===== src/rtl/cp_ring_scheduler_if.sv =====
// Handshake/bus bundle for the CP ring scheduler.
// Requester drives the master side; the scheduler is the slave.
interface cp_ring_scheduler_if #(
    parameter int STAGES = 8
);
    localparam int CW = $clog2(STAGES + 1);

    logic              Send_in;
    logic              Ack_out;
    logic [STAGES-1:0] Hold;
    logic              Drain_in;
    logic              Send_out;
    logic [STAGES-1:0] CP;
    logic [STAGES-1:0] Occ;
    logic [CW-1:0]     Count;

    modport master (
        output Send_in, Hold, Drain_in,
        input  Ack_out, Send_out, CP, Occ, Count
    );

    modport slave (
        input  Send_in, Hold, Drain_in,
        output Ack_out, Send_out, CP, Occ, Count
    );
endinterface


===== src/rtl/cp_ring_scheduler.sv =====
// Clocked token scheduler for the 8-stage C-element CP strobe ring.
// Optional CP_INJECT_PRIO_EN: injection beats wrap on a stage-0 conflict.
module cp_ring_scheduler #(
    parameter int STAGES = 8
) (
    input logic              CLK,
    input logic              MR,
    cp_ring_scheduler_if.slave bus
);
    localparam int CW = $clog2(STAGES + 1);
    localparam logic [CW-1:0] MAX_CNT = CW'(STAGES - 1);

    logic [STAGES-1:0] occ_q;
    logic [STAGES-1:0] cp_q;
    logic [STAGES-1:0] occ_d;
    logic [STAGES-1:0] enter;
    logic [STAGES-1:0] leave;
    logic [STAGES-2:0] move;
    logic [CW-1:0]     cnt_q;
    logic [CW-1:0]     cnt_d;
    logic              ack_q;
    logic              so_q;
    logic              last_go;
    logic              drain;
    logic              wrap_cand;
    logic              inj_cand;
    logic              wrap;
    logic              inject;

    always_comb begin
        move = '0;
        for (int i = 0; i < STAGES - 1; i++) begin
            move[i] = occ_q[i] & ~bus.Hold[i] & ~occ_q[i+1];
        end

        last_go   = occ_q[STAGES-1] & ~bus.Hold[STAGES-1];
        drain     = last_go & bus.Drain_in;
        wrap_cand = last_go & ~bus.Drain_in & ~occ_q[0];
        // Count guard keeps one bubble so the ring can never lock up full
        inj_cand  = bus.Send_in & ~occ_q[0] & ~ack_q & (cnt_q < MAX_CNT);

`ifdef CP_INJECT_PRIO_EN
        inject = inj_cand;
        wrap   = wrap_cand & ~inj_cand;
`else
        wrap   = wrap_cand;
        inject = inj_cand & ~wrap_cand;
`endif

        enter = {move, wrap | inject};
        leave = {drain | wrap, move};
        occ_d = (occ_q & ~leave) | enter;
        cnt_d = cnt_q + CW'(inject) - CW'(drain);
    end

    always_ff @(posedge CLK) begin
        if (MR) begin
            occ_q <= '0;
            cp_q  <= '0;
            cnt_q <= '0;
            ack_q <= 1'b0;
            so_q  <= 1'b0;
        end else begin
            occ_q <= occ_d;
            cp_q  <= enter;
            cnt_q <= cnt_d;
            ack_q <= inject;
            so_q  <= drain;
        end
    end

    assign bus.Occ      = occ_q;
    assign bus.CP       = cp_q;
    assign bus.Count    = cnt_q;
    assign bus.Ack_out  = ack_q;
    assign bus.Send_out = so_q;
endmodule

===== src/flat_wrapper.sv =====
// flat-port wrapper written by rule: the top's interface ports become plain ports
module cp_ring_scheduler_flat 
#(
    parameter int STAGES = 8
)
  (CLK, MR, bus_Send_in, bus_Hold, bus_Drain_in, bus_Ack_out, bus_Send_out, bus_CP, bus_Occ, bus_Count);
  cp_ring_scheduler_if #(.STAGES(STAGES)) bus_i ();
  input logic CLK;
  input logic MR;
  input wire logic [$bits(bus_i.Send_in)-1:0] bus_Send_in;
  input wire logic [$bits(bus_i.Hold)-1:0] bus_Hold;
  input wire logic [$bits(bus_i.Drain_in)-1:0] bus_Drain_in;
  output wire logic [$bits(bus_i.Ack_out)-1:0] bus_Ack_out;
  output wire logic [$bits(bus_i.Send_out)-1:0] bus_Send_out;
  output wire logic [$bits(bus_i.CP)-1:0] bus_CP;
  output wire logic [$bits(bus_i.Occ)-1:0] bus_Occ;
  output wire logic [$bits(bus_i.Count)-1:0] bus_Count;
  assign bus_i.Send_in = bus_Send_in;
  assign bus_i.Hold = bus_Hold;
  assign bus_i.Drain_in = bus_Drain_in;
  assign bus_Ack_out = bus_i.Ack_out;
  assign bus_Send_out = bus_i.Send_out;
  assign bus_CP = bus_i.CP;
  assign bus_Occ = bus_i.Occ;
  assign bus_Count = bus_i.Count;
  cp_ring_scheduler #(.STAGES(STAGES)) u_core (.CLK(CLK), .MR(MR), .bus(bus_i));
endmodule

===== config.mk =====
export PLATFORM = sky130hd
export DESIGN_NAME = cp_ring_scheduler_flat
export DESIGN_NICKNAME = d
export VERILOG_FILES = /design/src/rtl/cp_ring_scheduler_if.sv /design/src/rtl/cp_ring_scheduler.sv /design/src/flat_wrapper.sv
export SDC_FILE = /design/constraint.sdc
export NUM_CORES = 1
export LEC_CHECK = 0
export CAP_MARGIN = 5
export CORE_MARGIN = 2
export CORE_UTILIZATION = 42
export CTS_CLUSTER_DIAMETER = 30
export DETAILED_ROUTE_END_ITERATION = 8
export PLACE_DENSITY = 0.77
export SYNTH_ARGS = -nofsm -noshare
export SYNTH_HDL_FRONTEND = slang
export SYNTH_SLANG_ARGS = --single-unit

===== constraint.sdc =====
create_clock -name CLK -period 2 [get_ports CLK]
set_input_delay 0.3 -clock CLK [delete_from_list [all_inputs] [get_ports CLK]]
set_output_delay 0.3 -clock CLK [all_outputs]
set_load 0.02 [all_outputs]

# --- After elaboration in Yosys (flattened, before gate mapping) ---
# Index checks and enable logic that the tools add are counted.
word_totals:
  regBits: 22
  input_bits: 12
  out_inout_bits: 22
  word_cells: 54
classes:
  n_addsub: 2
  bitwise_logic: 46
  n_lt_le_gt_ge: 1
ops:
  columns: ["cell", "count"]
  rows:
  - ["$and 1x1->1", 22]
  - ["$not 1->1", 19]
  - ["$and 8x8->8", 1]
  - ["$not 8->8", 1]
  - ["$or 8x8->8", 1]
  - ["$add 4x1->4", 1]
  - ["$lt 4x3->1 const B", 1]
  - ["$sub 4x1->4", 1]
  - ["$or 1x1->1", 2]

# --- Depth between registers and ports, before layout ---
# Gate-level depths: netlist of run 1.
depth:
  depth_word: 8
  depth_mapped: 10
  depth_no_buf: 10

# --- Worst setup path after synthesis of run 1 ---
# OpenSTA, ideal clock, no wires.
synth_timing:
  kind: "register -> register"
  start: "register u_core.occ_q[7], in the netlist u_core.bus.Occ[7]"
  end: "register u_core.cnt_q[3], in the netlist u_core.bus.Count[3]"
  setup_ns: 0.121
  t_arrival_ns: 1.837
  n_path_buf: 0
  path_slack_ns: 0.042
  period_less_slack_ns: 1.958
  path_stages_with_launch: 9
  t_required_ns: 1.879
  path_cell_list: "dfxtp_1 nand3b_1 inv_1 ha_1 inv_1 ha_1 a21o_1 a21oi_1 mux2_2"
synth_between:
  elab_cells_between_ends: 8
  cone_classes: "add/sub (2); bitwise (6)"
synth_lines:
  columns: ["element", "line_no", "source"]
  rows:
  - ["from (decl)", "cp_ring_scheduler.sv:13", "logic [STAGES-1:0] occ_q;"]
  - ["from (signal assigned)", "cp_ring_scheduler.sv:58", "occ_q <= '0;"]
  - ["from (signal assigned)", "cp_ring_scheduler.sv:64", "occ_q <= occ_d;"]
  - ["$and 1x1->1", "cp_ring_scheduler.sv:36", "last_go = occ_q[STAGES-1] & ~bus.Hold[STAGES-1];"]
  - ["$and 1x1->1", "cp_ring_scheduler.sv:37", "drain = last_go & bus.Drain_in;"]
  - ["net u_core.drain", "cp_ring_scheduler.sv:24", "logic drain;"]
  - ["$sub 4x1->4", "cp_ring_scheduler.sv:53", "cnt_d = cnt_q + CW'(inject) - CW'(drain);"]
  - ["to (signal assigned)", "cp_ring_scheduler.sv:66", "cnt_q <= cnt_d;"]
  - ["to (decl)", "cp_ring_scheduler.sv:19", "logic [CW-1:0] cnt_q;"]
# The timed path passes the listed nets, and every way through them passes these cells.
# A chain may end at the register's enable or synchronous reset.

# --- Worst setup path in the final report of run 1 ---
layout_timing:
  start: "input port bus_Hold[7]"
  end: "register u_core.cnt_q[3], in the netlist u_core.bus.Count[3]"
layout_between:
  elab_cells_between_ends: 9
  cone_classes: "add/sub (2); bitwise (7)"
layout_lines:
  columns: ["element", "line_no", "source"]
  rows:
  - ["from (decl)", "flat_wrapper.sv:11", "input wire logic [$bits(bus_i.Hold)-1:0] bus_Hold;"]
  - ["$not 1->1", "cp_ring_scheduler.sv:36", null]
  - ["$and 1x1->1", "cp_ring_scheduler.sv:36", null]
  - ["$and 1x1->1", "cp_ring_scheduler.sv:37", null]
  - ["net u_core.drain", "cp_ring_scheduler.sv:24", null]
  - ["$sub 4x1->4", "cp_ring_scheduler.sv:53", null]
# The timed path passes the listed nets, and every way through them passes these cells.

==> results of run 1 <==
## through the flow
| stage | std cells | cell area (sq um) |
|---|---|---|
| after floorplan | 86 | 878.3 |
| after global placement | 151 | 1286 |
| after detailed placement | 151 | 1286 |
| after CTS | 155 | 1339 |
| after global routing | 155 | 1343 |
| final | 155 | 1343 |
## worst max-delay path: stages
cell and delay, ns:
clkdlybuf4s50_1 0.41, nand3b_1 0.18, inv_1 0.07, ha_1 0.16, inv_1 0.05, ha_1 0.26
a21o_1 0.17, a21oi_1 0.14, mux2_2 0.34
## repair_timing
action,4_1_cts,5_1_grt
gates resized for setup,0,2
endpoints found under the setup margin,0,1
buffers inserted,0,0
## cells by family after synthesis
family | count (synthesis) | share of synthesized area, %
buffers and inverters | 10 | 4.415
and+or+nand+nor | 32 | 24.07
xor gates and xnor gates | 1 | 0.9973
AOI/OAI and AO/OA | 14 | 9.688
DFF | 22 | 50.14
muxes | 1 | 1.282
adders and majority gates | 6 | 9.402
## per-layer routing
metal,wire [um],track usage (%),up-vias
li1,-,-,376
met1,778,17.82,330
met2,845,26.89,26
met3,143,7.273,2
met4,10,6.944,0
met5,0,0,-
## power breakdown
part / leakage, nW / switching [mW] / internal (mW) / total, mW
logic: 0.318 / 0.128 / 0.150 / 0.278
clock network: 0.0279 / 0.139 / 0.203 / 0.342
registers: 0.179 / 0.0292 / 0.473 / 0.502
## worst max-delay path by stage
stage / start / cells past startpoint / endpoint / slack (ns)
2_1_floorplan: u_core.bus.Occ[7] / 8 / u_core.bus.Count[3] / 0.04
3_3_place_gp: bus_Drain_in / 9 / u_core.bus.Count[3] / -0.20
3_5_place_dp: bus_Drain_in / 9 / u_core.bus.Count[3] / -0.25
4_1_cts: bus_Drain_in / 9 / u_core.bus.Count[3] / 0.11
5_1_grt: bus_Hold[7] / 9 / u_core.bus.Count[3] / 0.02
6_report: bus_Hold[7] / 9 / u_core.bus.Count[3] / 0.14
## state kept, by name, indices dropped and copies added (netlist names)
name and cells:
u_core.bus.Ack_out 1, u_core.bus.CP 8, u_core.bus.Count 4, u_core.bus.Occ 8, u_core.bus.Send_out 1
## cell usage after synthesis
cell	number	area share (%)
dfxtp_1	22	50
nor2_1	11	4.7
inv_1	8	3.4
ha_1	5	7.1
a21oi_1	4	2.3
o21ai_0	4	2.3
nand2b_1	3	2.1
nor2b_1	3	2.1
nor3_1	3	1.7
nor4b_2	3	5.1
o21bai_1	3	2.6
or3b_1	2	2.0
a21o_1	1	0.86
a31o_2	1	1.0
a31oi_1	1	0.71
buf_1	1	0.43
buf_2	1	0.57
fa_1	1	2.3
mux2_2	1	1.3
nand3_1	1	0.57
nand3b_1	1	0.86
nand4_1	1	0.71
nor3_2	1	1.1
nor3b_1	1	0.86
nor4b_1	1	1.0
or4b_1	1	1.1
xor2_1	1	1.0
## final cells by class
type | instances | area [sq um] | share of cell area (%)
inverter | 8 | 30.03 | 2.237
multi-input combinational | 54 | 399.1 | 29.73
clock inverter | 1 | 30.03 | 2.237
clock buffer | 3 | 22.52 | 1.678
timing repair buffer | 40 | 385.4 | 28.70
tap | 27 | 33.78 | 2.516
sequential | 22 | 441.7 | 32.90
==> metrics.yaml, run 1 <==
firstDrtPassIters: 4
p_per_area_nw_per_um2: 835.8
fin_skew_ns: 0.01243
syn_nets: 104
syn_to_final_growth_pct: 52.85
holdWs_ns: 0.3953
dp_hpwl_mm: 1.375
postSynthCellCount: 86
crit_arrival_ns: 2.08
ios: 34
utilization_pct: 68.43
worstHoldEndpoint: "u_core.bus.CP[0]"
total_power_mw: 1.122
grt_usage_pct: 16.22
grt_pass1_wl_mm: 2.994
outcome: "completed"
nets: 147
ys_seq_area_share_pct: 50.14
rsz0062_at_grt: "false"
reg2reg_from: "u_core.bus.Count[3]"
timing.final.crit_share_pct: 92.76
numCtsBuffers: 3
die_w_um: 49.73
cts_htree_levels: 1
first_iter_violations: 4
cts_tree: "built"
die_h_um: 49.73
reg2reg_depth: 10
holdPathStages: 3
min_from: "bus_Drain_in"
core_sq_um: 1962
synth.avg_cell_area_sq_um: 10.21
syn_area_sq_um: 878.3
dr_total_vias: 734
clk_latency_ns: 0.32
ctsHoldBuffers: 0
setup_tns_ns: 0
die_area_sq_um: 2473
hold_class: "primary input to flop"
crit_type: "primary input to flop"
layout_common_cells: "32 x clkdlybuf4s50_1, 21 x dfxtp_1, 11 x nor2_1"
hold_viol: 0
startpoint_type: "primary input"
ys_ff_latch: 22
clock_sinks: 22
crit_path_max_fanout: 2
row_count: 16
synth_warnings: 0
place_congestion: 0.7585
final_common_cell: "clkdlybuf4s50_1"
irDropWorstVdd_mv: 0.5311
viasPerCell: 4.735
start_util_pct: 44.77
maxCapViolCount: 0
period_minus_slack_ns: 1.855
pre_cts_ws_ns: -0.2457
post_drt_wl_per_cell_um: 11.47
power.leakage_nw: 0.5252
drc: 0
diodes: 0
grt_antenna_before_repair: 0
final-max-slew-violation-count: 0
cts-root-buf: "clkbuf_4"
gr-total-overflow: 0
final-setup-viol-count: 0
max_freq_mhz: 539.0
r2r_setup_slack_ns: 0.19
worstSetupEndpointType: "flop"
grt_max_degree: 14
final_antenna_net_count: 0
synth_cell_types: 27
portBuffers: 33
grt_pass1_vias: 713
slew_headroom_pct: 82.68
r2r_end: "u_core.bus.Count[2]"
worst_pin_slew_ns: 0.2591
clk_pin_slew_worst_paths_ns: 0.13
cp.required_ns: 2.23
cts_buffer_depth: 2
wl_mm: 1.778
drive_gt1_share_pct: 14.06
setup_ws_ns: 0.1448
fill_cells: 177
(Power assumes the default switching activity.)
==> inputs of run 2 (changes only) <==
PLACE_DENSITY = not set   (was 0.77)
PLACE_DENSITY_LB_ADDON = 0.05   (was not set)
RECOVER_POWER = 25   (was not set)
==> metrics.yaml, run 2 (same netlist as run 1, synthesis figures left out) <==
outcome: "completed"
die_area_sq_um: 2473  # unchanged
place_area_sq_um: 1291  # +0.39%
portBuffers: 33  # unchanged
fin_skew_ns: 0.001173  # -0.01126 ns
wl_mm: 1.839  # +3.4%
design_area_sq_um: 1318  # -1.9%
syn_to_final_growth_pct: 50.00
numCtsBuffers: 3  # unchanged
total_power_uw: 974.7  # -13%
worst_pin_slew_ns: 0.3292  # +0.07009 ns
die_h_um: 49.73  # unchanged
crit_chain: "nor4b_2 -> nor2_1 -> ha_1 -> a21o_1 -> a21oi_2 -> mux2_2"
clk_pin_slew_worst_paths_ns: 0.11  # -0.02 ns
setup_ws_ns: 0.1928  # +0.04792 ns
viasPerCell: 4.740  # +0.10%
dp_hpwl_mm: 1.431  # +4.1%
crit_family: "simple AND/OR/NAND/NOR gates"
grt_pass1_wl_mm: 3.049  # +1.8%
hold_viol: 0  # unchanged
clk_latency_ns: 0.29  # -0.03 ns
drive_gt1_share_pct: 12.60  # -1.5 points
timing.final.crit_share_pct: 90.36  # -2.4 points
worstSetupEndpointType: "flop"
worstPathBufferInverterCount: 0  # -3
cts_buffer_depth: 2  # unchanged
grt_pass1_vias: 702  # -1.5%
dr_total_vias: 730  # -0.54%
crit_path_max_fanout: 6  # +4
core_sq_um: 1962  # unchanged
drc: 0  # unchanged
p_per_area_nw_per_um2: 739.8  # -11%
maxCapViolCount: 0  # unchanged
setup_tns_ns: 0  # unchanged
irDropWorstVdd_mv: 0.4917  # -7.4%
cts_htree_levels: 1  # unchanged
startpoint_type: "flop"
ios: 34  # unchanged
layout_common_cells: "29 x clkdlybuf4s50_1, 22 x dfxtp_1, 11 x nor2_1"
crit_type: "flop to flop"
grt_usage_pct: 16.25  # +0.033 points
clock_sinks: 22  # unchanged
cp.required_ns: 2.20  # -0.03 ns
place_inst: 150  # -0.66%
start_util_pct: 44.77  # unchanged
grt_max_degree: 21  # +7
cts_tree: "built"
crit_arrival_ns: 2.00  # -0.08 ns
power.leakage_nw: 0.5205  # -0.90%
final_common_cell: "clkdlybuf4s50_1"
final_antenna_net_count: 0  # unchanged
final-max-slew-violation-count: 0  # unchanged
ctsHoldBuffers: 0  # unchanged
period_minus_slack_ns: 1.807  # -0.04792 ns
diodes: 0  # unchanged
row_count: 16  # unchanged
nets: 147  # unchanged
cts-root-buf: "clkbuf_4"
final-setup-viol-count: 0  # unchanged
first_iter_violations: 7  # +3
die_w_um: 49.73  # unchanged
hold_class: "primary input to flop"
utilization_pct: 67.16  # -1.3 points
fill_cells: 183  # +3.4%
pre_cts_ws_ns: -0.2890  # -0.04332 ns
finalNonFillerCells: 154  # -0.65%
cpMaxStageDelayCell: "dfxtp_1"
max_freq_mhz: 553.3  # +2.7%
slowest_delay_ns: 0.39  # -0.02 ns
rsz0062_at_grt: "false"
holdWs_ns: 0.4034  # +0.008159 ns
firstDrtPassIters: 4  # unchanged
grt_antenna_before_repair: 0  # unchanged
post_drt_wl_per_cell_um: 11.94  # +4.1%
place_congestion: 0.7574  # -0.15%
gr-total-overflow: 0  # unchanged
slew_headroom_pct: 77.74  # -4.9 points
==> run 2: cell count changes in the layout (fill, tap and decap cells not counted), moves of 2 or more <==
cell and change:
nor4b_1 +2, dlygate4sd3_1 +2, clkdlybuf4s50_1 -3, buf_4 -2, nor4b_2 -2
==> run 2: per-layer routing <==
| metal | GRT usage (%) | up-vias | wire, um |
|---|---|---|---|
| met5 | 0 | - | 0 |
| met4 | 6.944 | 0 | 15 |
| met3 | 3.333 | 2 | 109 |
| met2 | 28.00 | 20 | 915 |
| met1 | 19.43 | 332 | 799 |
| li1 | - | 376 | - |
==> run 2: worst reg2reg max path, stage by stage, from the launching register on <==
cell	delay (ns)
dfxtp_1	0.39
nor4b_2	0.37
nor2_1	0.09
ha_1	0.21
a21o_1	0.16
a21oi_2	0.14
mux2_2	0.34
==> run 2: timing repair <==
action	in CTS	in global routing
gates resized for setup	0	5
buffers inserted	0	1
setup endpoints to repair	0	2
==> run 2: report_power, final <==
group | internal (mW) | switching (mW) | total (mW)
registers | 0.473 | 0.0320 | 0.505
clock network | 0.0701 | 0.119 | 0.189
logic | 0.151 | 0.130 | 0.281
==> run 2: final timing paths <==
| path | end | slack, ns | startpoint | depth (start not counted) |
|---|---|---|---|---|
| setup / recovery | u_core.bus.Count[3] | 0.19 | u_core.bus.Occ[0] | 6 |
| hold / removal | u_core.bus.CP[0] | 0.40 | bus_Hold[7] | 3 |
| setup reg to reg | u_core.bus.Count[3] | 0.19 | u_core.bus.Occ[0] | 6 |
| hold reg to reg | u_core.bus.CP[3] | 0.50 | u_core.bus.Occ[3] | 1 |
==> run 2: cell type report <==
type	instances	area (sq um)	share of cell area [%]
Clock buffer	3	22.52	1.709
Tap cell	27	33.78	2.564
Multi-Input combinational cell	54	390.4	29.63
Sequential cell	22	440.4	33.43
Timing Repair Buffer	40	400.4	30.39
Inverter	8	30.03	2.279
==> inputs of run 3 (changes only) <==
CORE_UTILIZATION = 44   (was 42)
CTS_BUF_LIST = sky130_fd_sc_hd__clkbuf_2   (was not set)
==> metrics.yaml, run 3 (same netlist as run 1, synthesis figures left out) <==
drive_gt1_share_pct: 12.50  # -0.098 points
timing.final.crit_share_pct: 95.32  # +5.0 points
comb_power_share_pct: 29.8  # +1.0 points
max_freq_mhz: 524.5  # -5.2%
post_drt_wl_per_cell_um: 10.74  # -10%
start_util_pct: 45.70  # +0.93 points
drc: 0  # unchanged
diodes: 0  # unchanged
p_sw_uw: 280.0  # -0.22%
grt_usage_pct: 15.52  # -0.73 points
syn_to_final_growth_pct: 48.01
maxCapViolCount: 0  # unchanged
worst_pin_slew_ns: 0.3226  # -0.006649 ns
viasPerCell: 4.761  # +0.44%
cts_htree_levels: 1  # unchanged
cpMaxStageDelayCell: "clkdlybuf4s50_1"
fill_cells: 160  # -13%
pwr-share-seq_pct: 52.8  # +1.0 points
utilization_pct: 67.64  # +0.49 points
grt_pass1_vias: 723  # +3.0%
final-max-slew-violation-count: 0  # unchanged
ctsHoldBuffers: 0  # unchanged
seq_area_sq_um: 440.4  # unchanged
multi_input_area_sq_um: 394.1  # +0.96%
min_from: "u_core.bus.Occ[2]"
die_w_um: 48.68  # -2.1%
cts_buffer_depth: 2  # unchanged
clk_latency_ns: 0.31  # +0.02 ns
layout_common_cells: "32 x clkdlybuf4s50_1, 22 x dfxtp_1, 11 x nor2_1"
nets: 147  # unchanged
firstDrtPassIters: 3  # -1
finalNonFillerCells: 155  # +0.65%
power.leakage_nw: 0.4988  # -4.2%
grt_max_degree: 13  # -38%
post_cts_resized: 0  # unchanged
gr-total-overflow: 0  # unchanged
first_iter_violations: 3  # -4
wl_mm: 1.664  # -9.5%
place_congestion: 0.6969  # -8.0%
cts-root-buf: "clkbuf_2"
ios: 34  # unchanged
crit_type: "primary input to flop"
fin_skew_ns: 0.01896  # +0.01779 ns
die_area_sq_um: 2370  # -4.2%
startpoint_type: "primary input"
row_count: 16  # unchanged
pre_cts_ws_ns: -0.2598  # +0.02919 ns
p_int_uw: 669.4  # -3.6%
power_frac_clock_pct: 17.4  # -2.0 points
hold_viol: 0  # unchanged
power.share.switching_pct: 29.50  # +0.70 points
setup_ws_ns: 0.09351  # -0.09924 ns
clock_sinks: 22  # unchanged
grt_antenna_before_repair: 0  # unchanged
outcome: "completed"
final-setup-viol-count: 0  # unchanged
numCtsBuffers: 3  # unchanged
dp_hpwl_mm: 1.346  # -5.9%
worstSetupEndpointType: "flop"
holdWs_ns: 0.5016  # +0.09815 ns
crit_path_max_fanout: 3  # -3
period_minus_slack_ns: 1.906  # +0.09924 ns
rsz0062_at_grt: "false"
crit_arrival_ns: 2.12  # +0.12 ns
crit_chain: "clkdlybuf4s50_1 -> nand3b_1 -> inv_1 -> ha_1 -> inv_1 -> ha_1 -> a21o_1 -> a21oi_2 -> mux2_2"
clk_pin_slew_worst_paths_ns: 0.20  # +0.09 ns
dr_total_vias: 738  # +1.1%
p_per_area_nw_per_um2: 730.3  # -1.3%
portBuffers: 33  # unchanged
post-cts-setup-buffers: 0  # unchanged
cp.required_ns: 2.21  # about the same
hold_class: "flop to flop"
final_common_cell: "clkdlybuf4s50_1"
grt_pass1_wl_mm: 2.856  # -6.3%
die_h_um: 48.68  # -2.1%
slowest_delay_ns: 0.44  # +0.05 ns
worstSetupStartpoint: "bus_Hold[7]"
irDropWorstVdd_mv: 0.5296  # +7.7%
final_antenna_net_count: 0  # unchanged
reg2reg_from: "u_core.bus.Occ[7]"
slew_headroom_pct: 78.19  # +0.45 points
cts_tree: "built"
place_inst: 151  # +0.67%
core_sq_um: 1922  # -2.0%
==> run 3: changes by cell type in the layout (fill, tap and decap cells not counted), sizes merged <==
cell           change
clkdlybuf4s50      +3
clkinv             +1
dlygate4sd3        -1
clkbuf             -1
buf                +1
dlymetal6s2s       -2
==> run 3: critical path: cells and delay by family <==
family	cells	cell delay, ns
buffers and inverters	3	0.56
AOI/OAI and AO/OA	2	0.32
muxes	1	0.33
and+or+nand+nor	1	0.19
adders and majority gates	2	0.42
==> run 3: layout make-up <==
class / instances / area share, %
Sequential cell: 22 / 33.88
Multi-Input combinational cell: 54 / 30.32
Timing Repair Buffer: 40 / 29.45
Tap cell: 27 / 2.599
Inverter: 8 / 2.310
Clock buffer: 3 / 1.155
Clock inverter: 1 / 0.2887
==> run 3: stage by stage <==
step	total power, mW	setup TNS, ns	cell area, sq um
floorplan	0.6620	0	878.3
global placement	0.7847	-0.5217	1286
detailed placement	0.7876	-0.6394	1286
CTS	0.9540	0	1305
global route	1.008	0	1300
finish	0.9494	0	1300
==> run 3: final timing paths <==
| path | to | slack, ns | depth (start not counted) |
|---|---|---|---|
| worst max-delay path | u_core.bus.Count[3] | 0.09 | 9 |
| worst min-delay path | u_core.bus.CP[2] | 0.50 | 1 |
| worst max register to register | u_core.bus.Count[3] | 0.18 | 8 |
| worst min register to register | u_core.bus.CP[2] | 0.50 | 1 |
==> run 3: per-layer routing <==
metal	GRT usage, %	wire length, um	part of all wire, %	up-vias
met1	17.55	774	47	340
met4	5.714	0	0	0
met3	3.704	84	5.0	0
met5	0	0	0	-
met2	28.08	805	48	17
li1	-	-	-	381
==> run 3: power groups by stage <==
stage | logic (mW) | clock network [mW] | registers, mW
3_5_place_dp | 0.276 | 0 | 0.511
3_3_place_gp | 0.273 | 0 | 0.512
2_1_floorplan | 0.113 | 0 | 0.549
6_report | 0.283 | 0.165 | 0.501
5_1_grt | 0.314 | 0.186 | 0.507
4_1_cts | 0.279 | 0.172 | 0.502
